## src/rtl/arb_pkg.sv

```systemverilog
// Shared definitions for the cache port arbiter: default sizing, ID width helper
// and the sideband layout {requester id, user sideband}.
package arb_pkg;

    localparam int unsigned N_REQ_DEF   = 4;
    localparam int unsigned MAX_OUT_DEF = 4;
    localparam int unsigned SIDE_W_DEF  = 8;

    function automatic int unsigned id_w(input int unsigned n);
        return (n < 2) ? 1 : $clog2(n);
    endfunction

    localparam int unsigned ID_W_DEF  = id_w(N_REQ_DEF);
    localparam int unsigned USB_W_DEF = SIDE_W_DEF - ID_W_DEF;

    // Cache sideband as seen by the arbiter: id in the top bits, user bits below.
    typedef struct packed {
        logic [ID_W_DEF-1:0]  id;
        logic [USB_W_DEF-1:0] usb;
    } sb_split_t;

endpackage

```

## src/rtl/cache_port_if.sv

```systemverilog
// Upstream request / downstream response port of the shared cache.
interface cache_port_if #(
    parameter int unsigned ADDR_W  = 16,
    parameter int unsigned SIDE_W  = 8,
    parameter int unsigned RDATA_W = 288
);

    logic               us_valid;
    logic [ADDR_W-1:0]  us_addr;
    logic [SIDE_W-1:0]  us_sb_data;
    logic               us_stall;

    logic               ds_valid;
    logic [RDATA_W-1:0] ds_rdata;
    logic [SIDE_W-1:0]  ds_sb_data;
    logic               ds_stall;

    modport master (
        output us_valid, us_addr, us_sb_data, ds_stall,
        input  us_stall, ds_valid, ds_rdata, ds_sb_data
    );

    modport slave (
        input  us_valid, us_addr, us_sb_data, ds_stall,
        output us_stall, ds_valid, ds_rdata, ds_sb_data
    );

endinterface

```

## src/rtl/rr_picker.sv

```systemverilog
// Combinational round-robin picker: first eligible index at or above rr_ptr, wrapping.
module rr_picker
    import arb_pkg::*;
#(
    parameter  int unsigned N_REQ = N_REQ_DEF,
    localparam int unsigned ID_W  = id_w(N_REQ)
) (
    input  logic [N_REQ-1:0] eligible,
    input  logic [ID_W-1:0]  rr_ptr,
    input  logic             en,
    output logic [N_REQ-1:0] grant,
    output logic             any,
    output logic [ID_W-1:0]  idx
);

    logic [ID_W-1:0] scan;

    // N_REQ is a power of two, so the ID_W-bit add wraps naturally.
    always_comb begin
        grant = '0;
        any   = 1'b0;
        idx   = '0;
        scan  = '0;
        if (en) begin
            for (int k = 0; k < N_REQ; k++) begin
                scan = rr_ptr + ID_W'(k);
                if (!any && eligible[scan]) begin
                    any         = 1'b1;
                    idx         = scan;
                    grant[scan] = 1'b1;
                end
            end
        end
    end

endmodule

```

## src/rtl/cache_port_arbiter.sv

```systemverilog
// Round-robin sharing of one cache request port among N_REQ requesters, with
// id-tagged sideband routing of in-order responses and per-requester credit limits.
module cache_port_arbiter
    import arb_pkg::*;
#(
    parameter  int unsigned N_REQ   = N_REQ_DEF,
    parameter  int unsigned ADDR_W  = 16,
    parameter  int unsigned SIDE_W  = SIDE_W_DEF,
    parameter  int unsigned RDATA_W = 288,
    parameter  int unsigned MAX_OUT = MAX_OUT_DEF,
    localparam int unsigned ID_W    = id_w(N_REQ),
    localparam int unsigned USB_W   = SIDE_W - ID_W,
    localparam int unsigned CNT_W   = $clog2(MAX_OUT + 1)
) (
    input  logic                           clk,
    input  logic                           rst,
    input  logic [N_REQ-1:0]               rq_valid,
    input  logic [N_REQ-1:0][ADDR_W-1:0]   rq_addr,
    input  logic [N_REQ-1:0][USB_W-1:0]    rq_sb,
    output logic [N_REQ-1:0]               rq_stall,
    cache_port_if.master                   cache,
    output logic [N_REQ-1:0]               rs_valid,
    output logic [RDATA_W-1:0]             rs_rdata,
    output logic [USB_W-1:0]               rs_sb,
    input  logic [N_REQ-1:0]               rs_stall,
    output logic                           idle,
    output logic                           err
);

    logic [N_REQ-1:0]            eligible;
    logic [N_REQ-1:0]            grant;
    logic                        any;
    logic [ID_W-1:0]             idx;
    logic [ID_W-1:0]             rr_ptr;
    logic                        can_issue;
    logic [N_REQ-1:0][CNT_W-1:0] cnt;
    logic [N_REQ-1:0][CNT_W-1:0] cnt_nxt;
    logic [ID_W-1:0]             rsp_id;
    logic                        rsp_take;
    logic [N_REQ-1:0]            dec;
    logic                        underflow;

    always_comb begin
        eligible = '0;
        for (int i = 0; i < N_REQ; i++) begin
            eligible[i] = rq_valid[i] && (cnt[i] < CNT_W'(MAX_OUT));
        end
    end

    assign can_issue = !cache.us_valid || !cache.us_stall;

    // Gating with rst keeps every requester stalled while reset is held.
    rr_picker #(.N_REQ(N_REQ)) u_picker (
        .eligible (eligible),
        .rr_ptr   (rr_ptr),
        .en       (can_issue && rst),
        .grant    (grant),
        .any      (any),
        .idx      (idx)
    );

    assign rq_stall = ~grant;

    // Output register toward the cache; holds while stalled, clears once accepted.
    always_ff @(posedge clk or negedge rst) begin
        if (!rst) begin
            cache.us_valid   <= 1'b0;
            cache.us_addr    <= '0;
            cache.us_sb_data <= '0;
            rr_ptr           <= '0;
        end else if (any) begin
            cache.us_valid   <= 1'b1;
            cache.us_addr    <= rq_addr[idx];
            cache.us_sb_data <= {idx, rq_sb[idx]};
            rr_ptr           <= idx + ID_W'(1);
        end else if (cache.us_valid && !cache.us_stall) begin
            cache.us_valid   <= 1'b0;
        end
    end

    // Response routing is purely combinational on the id in the sideband top bits.
    assign rsp_id = cache.ds_sb_data[SIDE_W-1 -: ID_W];

    always_comb begin
        rs_valid         = '0;
        rs_valid[rsp_id] = cache.ds_valid;
    end

    assign rs_rdata       = cache.ds_rdata;
    assign rs_sb          = cache.ds_sb_data[USB_W-1:0];
    assign cache.ds_stall = cache.ds_valid && rs_stall[rsp_id];
    assign rsp_take       = cache.ds_valid && !rs_stall[rsp_id];
    assign dec            = rsp_take ? (N_REQ'(1) << rsp_id) : '0;
    assign underflow      = rsp_take && (cnt[rsp_id] == '0);

    // Credit counters: grant and response to the same requester cancel out.
    always_comb begin
        cnt_nxt = cnt;
        for (int i = 0; i < N_REQ; i++) begin
            case ({grant[i], dec[i]})
                2'b10:   cnt_nxt[i] = cnt[i] + CNT_W'(1);
                2'b01:   if (cnt[i] != '0) cnt_nxt[i] = cnt[i] - CNT_W'(1);
                default: cnt_nxt[i] = cnt[i];
            endcase
        end
    end

    always_ff @(posedge clk or negedge rst) begin
        if (!rst) begin
            cnt <= '0;
            err <= 1'b0;
        end else begin
            cnt <= cnt_nxt;
            if (underflow) err <= 1'b1;
        end
    end

    assign idle = (cnt == '0) && !cache.us_valid;

endmodule
```

## src/flat_wrapper.sv

```systemverilog
// flat-port wrapper written by rule: the top's interface ports become plain ports
module cache_port_arbiter_flat import arb_pkg::*;
#(
    parameter  int unsigned N_REQ   = N_REQ_DEF,
    parameter  int unsigned ADDR_W  = 16,
    parameter  int unsigned SIDE_W  = SIDE_W_DEF,
    parameter  int unsigned RDATA_W = 288,
    parameter  int unsigned MAX_OUT = MAX_OUT_DEF,
    localparam int unsigned ID_W    = id_w(N_REQ),
    localparam int unsigned USB_W   = SIDE_W - ID_W,
    localparam int unsigned CNT_W   = $clog2(MAX_OUT + 1)
)
  (clk, rst, rq_valid, rq_addr, rq_sb, rq_stall, rs_valid, rs_rdata, rs_sb, rs_stall, idle, err, cache_us_valid, cache_us_addr, cache_us_sb_data, cache_ds_stall, cache_us_stall, cache_ds_valid, cache_ds_rdata, cache_ds_sb_data);
  cache_port_if #(.ADDR_W(ADDR_W), .SIDE_W(SIDE_W), .RDATA_W(RDATA_W)) cache_i ();
  input  logic clk;
  input  logic rst;
  input  logic [N_REQ-1:0] rq_valid;
  input  logic [N_REQ-1:0][ADDR_W-1:0] rq_addr;
  input  logic [N_REQ-1:0][USB_W-1:0] rq_sb;
  output logic [N_REQ-1:0] rq_stall;
  output logic [N_REQ-1:0] rs_valid;
  output logic [RDATA_W-1:0] rs_rdata;
  output logic [USB_W-1:0] rs_sb;
  input  logic [N_REQ-1:0] rs_stall;
  output logic idle;
  output logic err;
  output wire logic [$bits(cache_i.us_valid)-1:0] cache_us_valid;
  output wire logic [$bits(cache_i.us_addr)-1:0] cache_us_addr;
  output wire logic [$bits(cache_i.us_sb_data)-1:0] cache_us_sb_data;
  output wire logic [$bits(cache_i.ds_stall)-1:0] cache_ds_stall;
  input wire logic [$bits(cache_i.us_stall)-1:0] cache_us_stall;
  input wire logic [$bits(cache_i.ds_valid)-1:0] cache_ds_valid;
  input wire logic [$bits(cache_i.ds_rdata)-1:0] cache_ds_rdata;
  input wire logic [$bits(cache_i.ds_sb_data)-1:0] cache_ds_sb_data;
  assign cache_us_valid = cache_i.us_valid;
  assign cache_us_addr = cache_i.us_addr;
  assign cache_us_sb_data = cache_i.us_sb_data;
  assign cache_ds_stall = cache_i.ds_stall;
  assign cache_i.us_stall = cache_us_stall;
  assign cache_i.ds_valid = cache_ds_valid;
  assign cache_i.ds_rdata = cache_ds_rdata;
  assign cache_i.ds_sb_data = cache_ds_sb_data;
  cache_port_arbiter #(.N_REQ(N_REQ), .ADDR_W(ADDR_W), .SIDE_W(SIDE_W), .RDATA_W(RDATA_W), .MAX_OUT(MAX_OUT)) u_core (.clk(clk), .rst(rst), .rq_valid(rq_valid), .rq_addr(rq_addr), .rq_sb(rq_sb), .rq_stall(rq_stall), .cache(cache_i), .rs_valid(rs_valid), .rs_rdata(rs_rdata), .rs_sb(rs_sb), .rs_stall(rs_stall), .idle(idle), .err(err));
endmodule
```

## config.mk

```make
export PLATFORM = sky130hd
export DESIGN_NAME = cache_port_arbiter_flat
export DESIGN_NICKNAME = d
export VERILOG_FILES = /design/src/rtl/arb_pkg.sv /design/src/rtl/cache_port_if.sv /design/src/rtl/rr_picker.sv /design/src/rtl/cache_port_arbiter.sv /design/src/flat_wrapper.sv
export SDC_FILE = /design/constraint.sdc
export NUM_CORES = 1
export LEC_CHECK = 0
export BUFFER_PORTS_ARGS = -buffer_cell sky130_fd_sc_hd__buf_2
export CAP_MARGIN = 25
export CORE_AREA = 3 3 281 283
export DETAILED_ROUTE_END_ITERATION = 10
export DIE_AREA = 0 0 284 286
export MAX_ROUTING_LAYER = met4
export PLACE_DENSITY_LB_ADDON = 0.15
export RECOVER_POWER = 50
export SYNTH_ARGS = -nofsm -noshare
export SYNTH_HDL_FRONTEND = slang
export SYNTH_HIERARCHICAL = 1
export SYNTH_SLANG_ARGS = --single-unit
```

## constraint.sdc

```tcl
create_clock -name clk -period 2.95 [get_ports clk]
set_input_delay 0.59 -clock clk [delete_from_list [all_inputs] [get_ports clk]]
set_output_delay 0.59 -clock clk [all_outputs]
set_load 0.005 [all_outputs]
```

==> summary.md, run 1 <==
| Metric | Value |
|---|---|
| Worst EP Category | primary output |
| Root Driver | clkbuf_16 |
| Die Span X | ~280 um |
| Ports | ~730 |
| Synth top cells by count | buf_4, dfrtp_1, mux2_2, mux4_2, nor2_1 |
| Post-synth EDFFs | 0 |
| Max clock buf depth | 2 |
| Vert. Die Dim | between 200 and 300 um |
| H-tree depth | 2 |
| Cells after Synth | 570 |
| Ys Warns | 6 |
| Post-Syn Area | approximately 5400 um^2 |
| Vias in the first global route | ~4000 |
| Clock Sinks | 40 |
| Avg Inst Size Synth | roughly 9.4 um^2 |
| Synth area leader | buf_4 |
| Placed cell areas | approximately 5500 um^2 |
| Overflow after GRT | 0 |
| Top_reg_cell synth | dfrtp_1 |
| Global Route Usage Sum | between 5 and 6% |
| CTS Buf Count | 5 |
| Initial core utilization | between 6 and 7% |
| Largest net degree at the start of global routing | around 40 |
| Top-count cell post-synth | buf_4 |
| Async set-reset flop share out of synthesis | 100.0% |
| Mapped Nets | 978 |
| Row cnt | 102 |
| Register area share after synthesis | between 10% and 20% |
| Initial antenna violation count | 7 |
| Error msg | [ERROR DRT-0255] Maze Route cannot find path of net cache_ds_rdata[9] in worker of routeBox ( 241500 0 ) ( 284000 48300 ). |
| Hold buffer count at CTS | 0 |
| GRT worst endpoint | rq_stall[0] |
| Routability cong. | 0.6697 |
| Share of the synthesized area in the top cell type | 41.47% |
| DP HPWL | roughly 17 mm |
| Status | did not finish |
| Top cells by area, synth | buf_4, dfrtp_1, mux4_2, mux2_2, ha_1 |
| Post-synthesis sequential element count | 40 |
| Failed at | 5_2_route |
| Port Buffers | 137 |
| Yosys cell types | about 50 |
| First-pass GRT wire length | just under 30 mm |
-- metal layers --
metal / GRT usage [%]
met1: 4.301
met2: 7.329
met3: 3.641
met4: 5.530
met5: -
-- repair_timing --
action / 4_1_cts / 5_1_grt
pin swaps: 10 / 10
gates cloned: 0 / 3
resized for setup: 46 / 21
setup buffers: 16 / 4
setup endpoints to repair: 6 / 32
-- cells by family after synthesis --
family / count (synthesis) / synth area share [%]
xor gates and xnor gates: 9 / 1.471
AOI/OAI and AO/OA: 51 / 6.864
and+or+nand+nor: 76 / 8.055
adders and majority gates: 12 / 2.802
muxes: 61 / 18.35
buffers and inverters: 321 / 43.78
DFF: 40 / 18.68
-- per-stage QoR --
step	setup TNS, ns	util (%)	worst slack (ns)	instances
2_1_floorplan	-0.04016	-	-0.01296	570
4_1_cts	-0.2633	7.837	-0.08184	1509
3_3_place_gp	-9.679	7.173	-0.3463	1485
5_1_grt	-2.124	8.126	-0.1344	1523
3_5_place_dp	-9.077	7.173	-0.3238	1485
==> inputs of run 2 (changes only) <==
Settings changed: CORE_AREA 3 3 281 283 to 3 3 285 287, DIE_AREA 0 0 284 286 to 0 0 288 290, MAX_ROUTING_LAYER met4 to not set.
Clock period 2.95 ns to 3.8 ns, I/O delays scaled along.
==> run 2 against run 1 <==
  * The flow now finishes without violations
  * Area after synthesis unchanged
  * Synthesized cell count stayed put
  * Global-route usage is 0.46 points lower
==> summary.md, run 2 <==
| Metric | Value |
|---|---|
| Synth area leader | buf_4 (unchanged) |
| Hold buffer count at CTS | 0 (unchanged) |
| Max-cap violations | 0 |
| CP Max Fanout | 9 |
| Final Slew Violations | 0 |
| Detailed-route DRC error count | 0 |
| Post-CTS Setup Bufs | 0 (was 16) |
| Cells after Synth | 570 (unchanged) |
| Final setup fails | 0 |
| Routed Antenna Nets | 0 |
| Die Span X | 288 um (was 284 um) |
| Post-Syn Area | 5359 um^2 (unchanged) |
| Max reg flops | 16 |
| PD cells | between 600 and 700 nW/um^2 |
| Crit path DAT | about 2.7 ns |
| Fin nets | a little over 800 |
| Detailed router's first-iteration violation count | roughly 110 |
| Layout cells sized above 1 | 54.33% |
| First-pass GRT wire length | 27.54 mm (was 28.93 mm) |
| Ports | 726 (unchanged) |
| Die area | around 84000 um^2 |
| Routed len/inst | between 10 and 15 um |
| Via/cell ratio | around 2.2 |
| Worst-path clk slew | about 0.07 ns |
| WL final | 20.42 mm |
| Clock skew | roughly 0.0064 ns |
| Buf/Inv on CP | 3 |
| DP HPWL | 16.61 mm (was 17.29 mm) |
| Power Total | around 3600 uW |
| Max clock buf depth | 2 (unchanged) |
| Largest net degree at the start of global routing | 41 (unchanged) |
| Hold WS | between 0.4 and 0.5 ns |
| Critical Path Source Type | input pin |
| Top Registers | u_core/cache.us_addr: 16 flops, u_core/cnt: 12 flops, u_core/cache.us_sb_data: 8 flops |
| Post-synthesis sequential element count | 40 (unchanged) |
| Most frequent cells in the layout | buf_2, dfrtp_1, mux2_2, mux4_2, nor2_1 |
| Top-count cell post-synth | buf_4 (unchanged) |
| Worst Setup End Kind | output pin |
| Peak VDD IR | approximately 0.23 mV |
| Via count | 3273 |
| Yosys cell types | 51 (unchanged) |
| Tmin final | about 3.5 ns |
| Routability cong. | 0.6617 (was 0.6697) |
| CP peak stage delay | about 0.5 ns |
| Post-synth EDFFs | 0 (unchanged) |
| Mapped Nets | 978 (unchanged) |
| Slowest-stage cell, CP | mux4_2 |
| CP cell instances | buf_2 > nor2b_1 > mux4_2 > nor2b_4 > a221oi_1 > o2bb2ai_2 > inv_1 > buf_2 |
| Final critical-path share of the clock period | about nine tenths |
| Clock latency at the later pin of the worst-skew pair | between 0.3 and 0.4 ns |
| RSZ-0062 raised after global routing | false |
| Core Footprint | 78870 um^2 |
| Layout area overhead | 0.3269% |
| H-tree depth | 2 (unchanged) |
| Synth top cells by count | buf_4, dfrtp_1, mux2_2, mux4_2, nor2_1 (unchanged) |
| Fin. Hold Viols | 0 |
| Pleak | about 0.0019 uW |
| Top cells by area, synth | buf_4, dfrtp_1, mux4_2, mux2_2, ha_1 (unchanged) |
| Clock Sinks | 40 (unchanged) |
| Row cnt | 103 (was 102) |
| Most common cell after layout, fill and taps aside | buf_2 |
| Critical path required time | between 3 and 4 ns |
| Worst slew pin tran | between 1 and 1.5 ns |
| Root Driver | clkbuf_16 (unchanged) |
| CTS Buf Count | 5 (unchanged) |
| Fillcell total | between 9000 and 10000 |
| DR pass1 iterations | 4 |
| Global Route Usage Sum | 4.727% (was 5.188%) |
| Ys Warns | 6 (unchanged) |
| Async set-reset flop share out of synthesis | 100.0% (unchanged) |
| F_max | about 290 MHz |
| Vert. Die Dim | 290 um (was 286 um) |
| Vias in the first global route | 3659 (was 3971) |
| Top_reg_cell synth | dfrtp_1 (unchanged) |
| Port Buffers | 137 (unchanged) |
| CP top delay family | simple AND/OR/NAND/NOR gates |
| Share of the synthesized area in the top cell type | 41.47% (unchanged) |
| CP Class | input pin to output pin |
| Avg Inst Size Synth | 9.402 um^2 (unchanged) |
| CTS tree | done |
| Initial core utilization | 6.795% (was 6.964%) |
| Initial antenna violation count | 3 (was 7) |
| Overflow after GRT | 0 (unchanged) |
| Register area share after synthesis | 18.68% (unchanged) |
| CP most frequent cell | buf_2 |
| Slew HR | under 10% |
| Reg with most FFs | u_core/cache.us_addr |
| Status | complete, no violations (was did not finish) |
| Worst min-delay path class | flop to flop |
run 2: final timing paths:
| kind | from | endpoint | slack, ns | depth (start not counted) |
|---|---|---|---|---|
| worst max register to register | u_core/rr_ptr[1] | u_core/cache.us_addr[12] | 0.60 | 9 |
| worst min-delay path | u_core/err | u_core/err | 0.47 | 1 |
| worst max-delay path | rq_valid[2] | rq_stall[1] | 0.34 | 8 |
| worst min register to register | u_core/err | u_core/err | 0.47 | 1 |
| min in group asynchronous | rst | u_core/cache.us_addr[14] | 0.91 | 2 |
| max in group asynchronous | rst | u_core/cnt[0] | 2.04 | 2 |
run 2: power breakdown:
part           switching (uW)  total, uW  internal [uW]
registers                 226        870            644
clock network             249        563            314
logic                    1090       2160           1070
total                    1570       3600           2030
run 2: final cells by class:
class,count,area [um^2],area share [%]
Antenna cell,1,2.502,0.04654
Clock buffer,5,125.1,2.327
Clock inverter,3,46.29,0.8611
Inverter,8,30.03,0.5585
Multi-Input combinational cell,209,2046,38.05
Sequential cell,40,1001,18.62
Tap cell,1050,1314,24.44
Timing Repair Buffer,151,812.0,15.10
run 2: kinds of logic after synthesis:
group	after synthesis	share of synthesized area [%]
adders and majority gates	12	2.802
muxes	61	18.35
DFF	40	18.68
AOI/OAI and AO/OA	51	6.864
buffers and inverters	321	43.78
xor gates and xnor gates	9	1.471
and+or+nand+nor	76	8.055
run 2: stage by stage:
stage | instances | instance area [um^2] | utilization [%] | setup slack [ns] | setup TNS (ns)
6_report | 1467 | 5376 | 6.817 | 0.3358 | 0
3_5_place_dp | 1458 | 5192 | 6.584 | -0.001078 | -0.001078
5_1_grt | 1466 | 5374 | 6.814 | 0.09239 | 0
4_1_cts | 1466 | 5366 | 6.804 | 0.08041 | 0
3_3_place_gp | 1458 | 5192 | 6.584 | -0.005932 | -0.005932
2_1_floorplan | 570 | 5359 | - | 0.4507 | 0
run 2: what timing repair did:
action,CTS,global route
gates cloned,0,0
gates resized for setup,1,3
endpoints found under the setup margin,1,1
run 2: metal layers:
layer / up-vias / track usage [%] / wire (um)
met5: - / 0.2326 / 0
li1: 1344 / - / -
met3: 164 / 3.095 / 3130
met2: 345 / 6.224 / 7787
met4: 0 / 4.967 / 2245
met1: 1420 / 4.775 / 7251
Note: power is estimated with default switching activity, not from simulation.
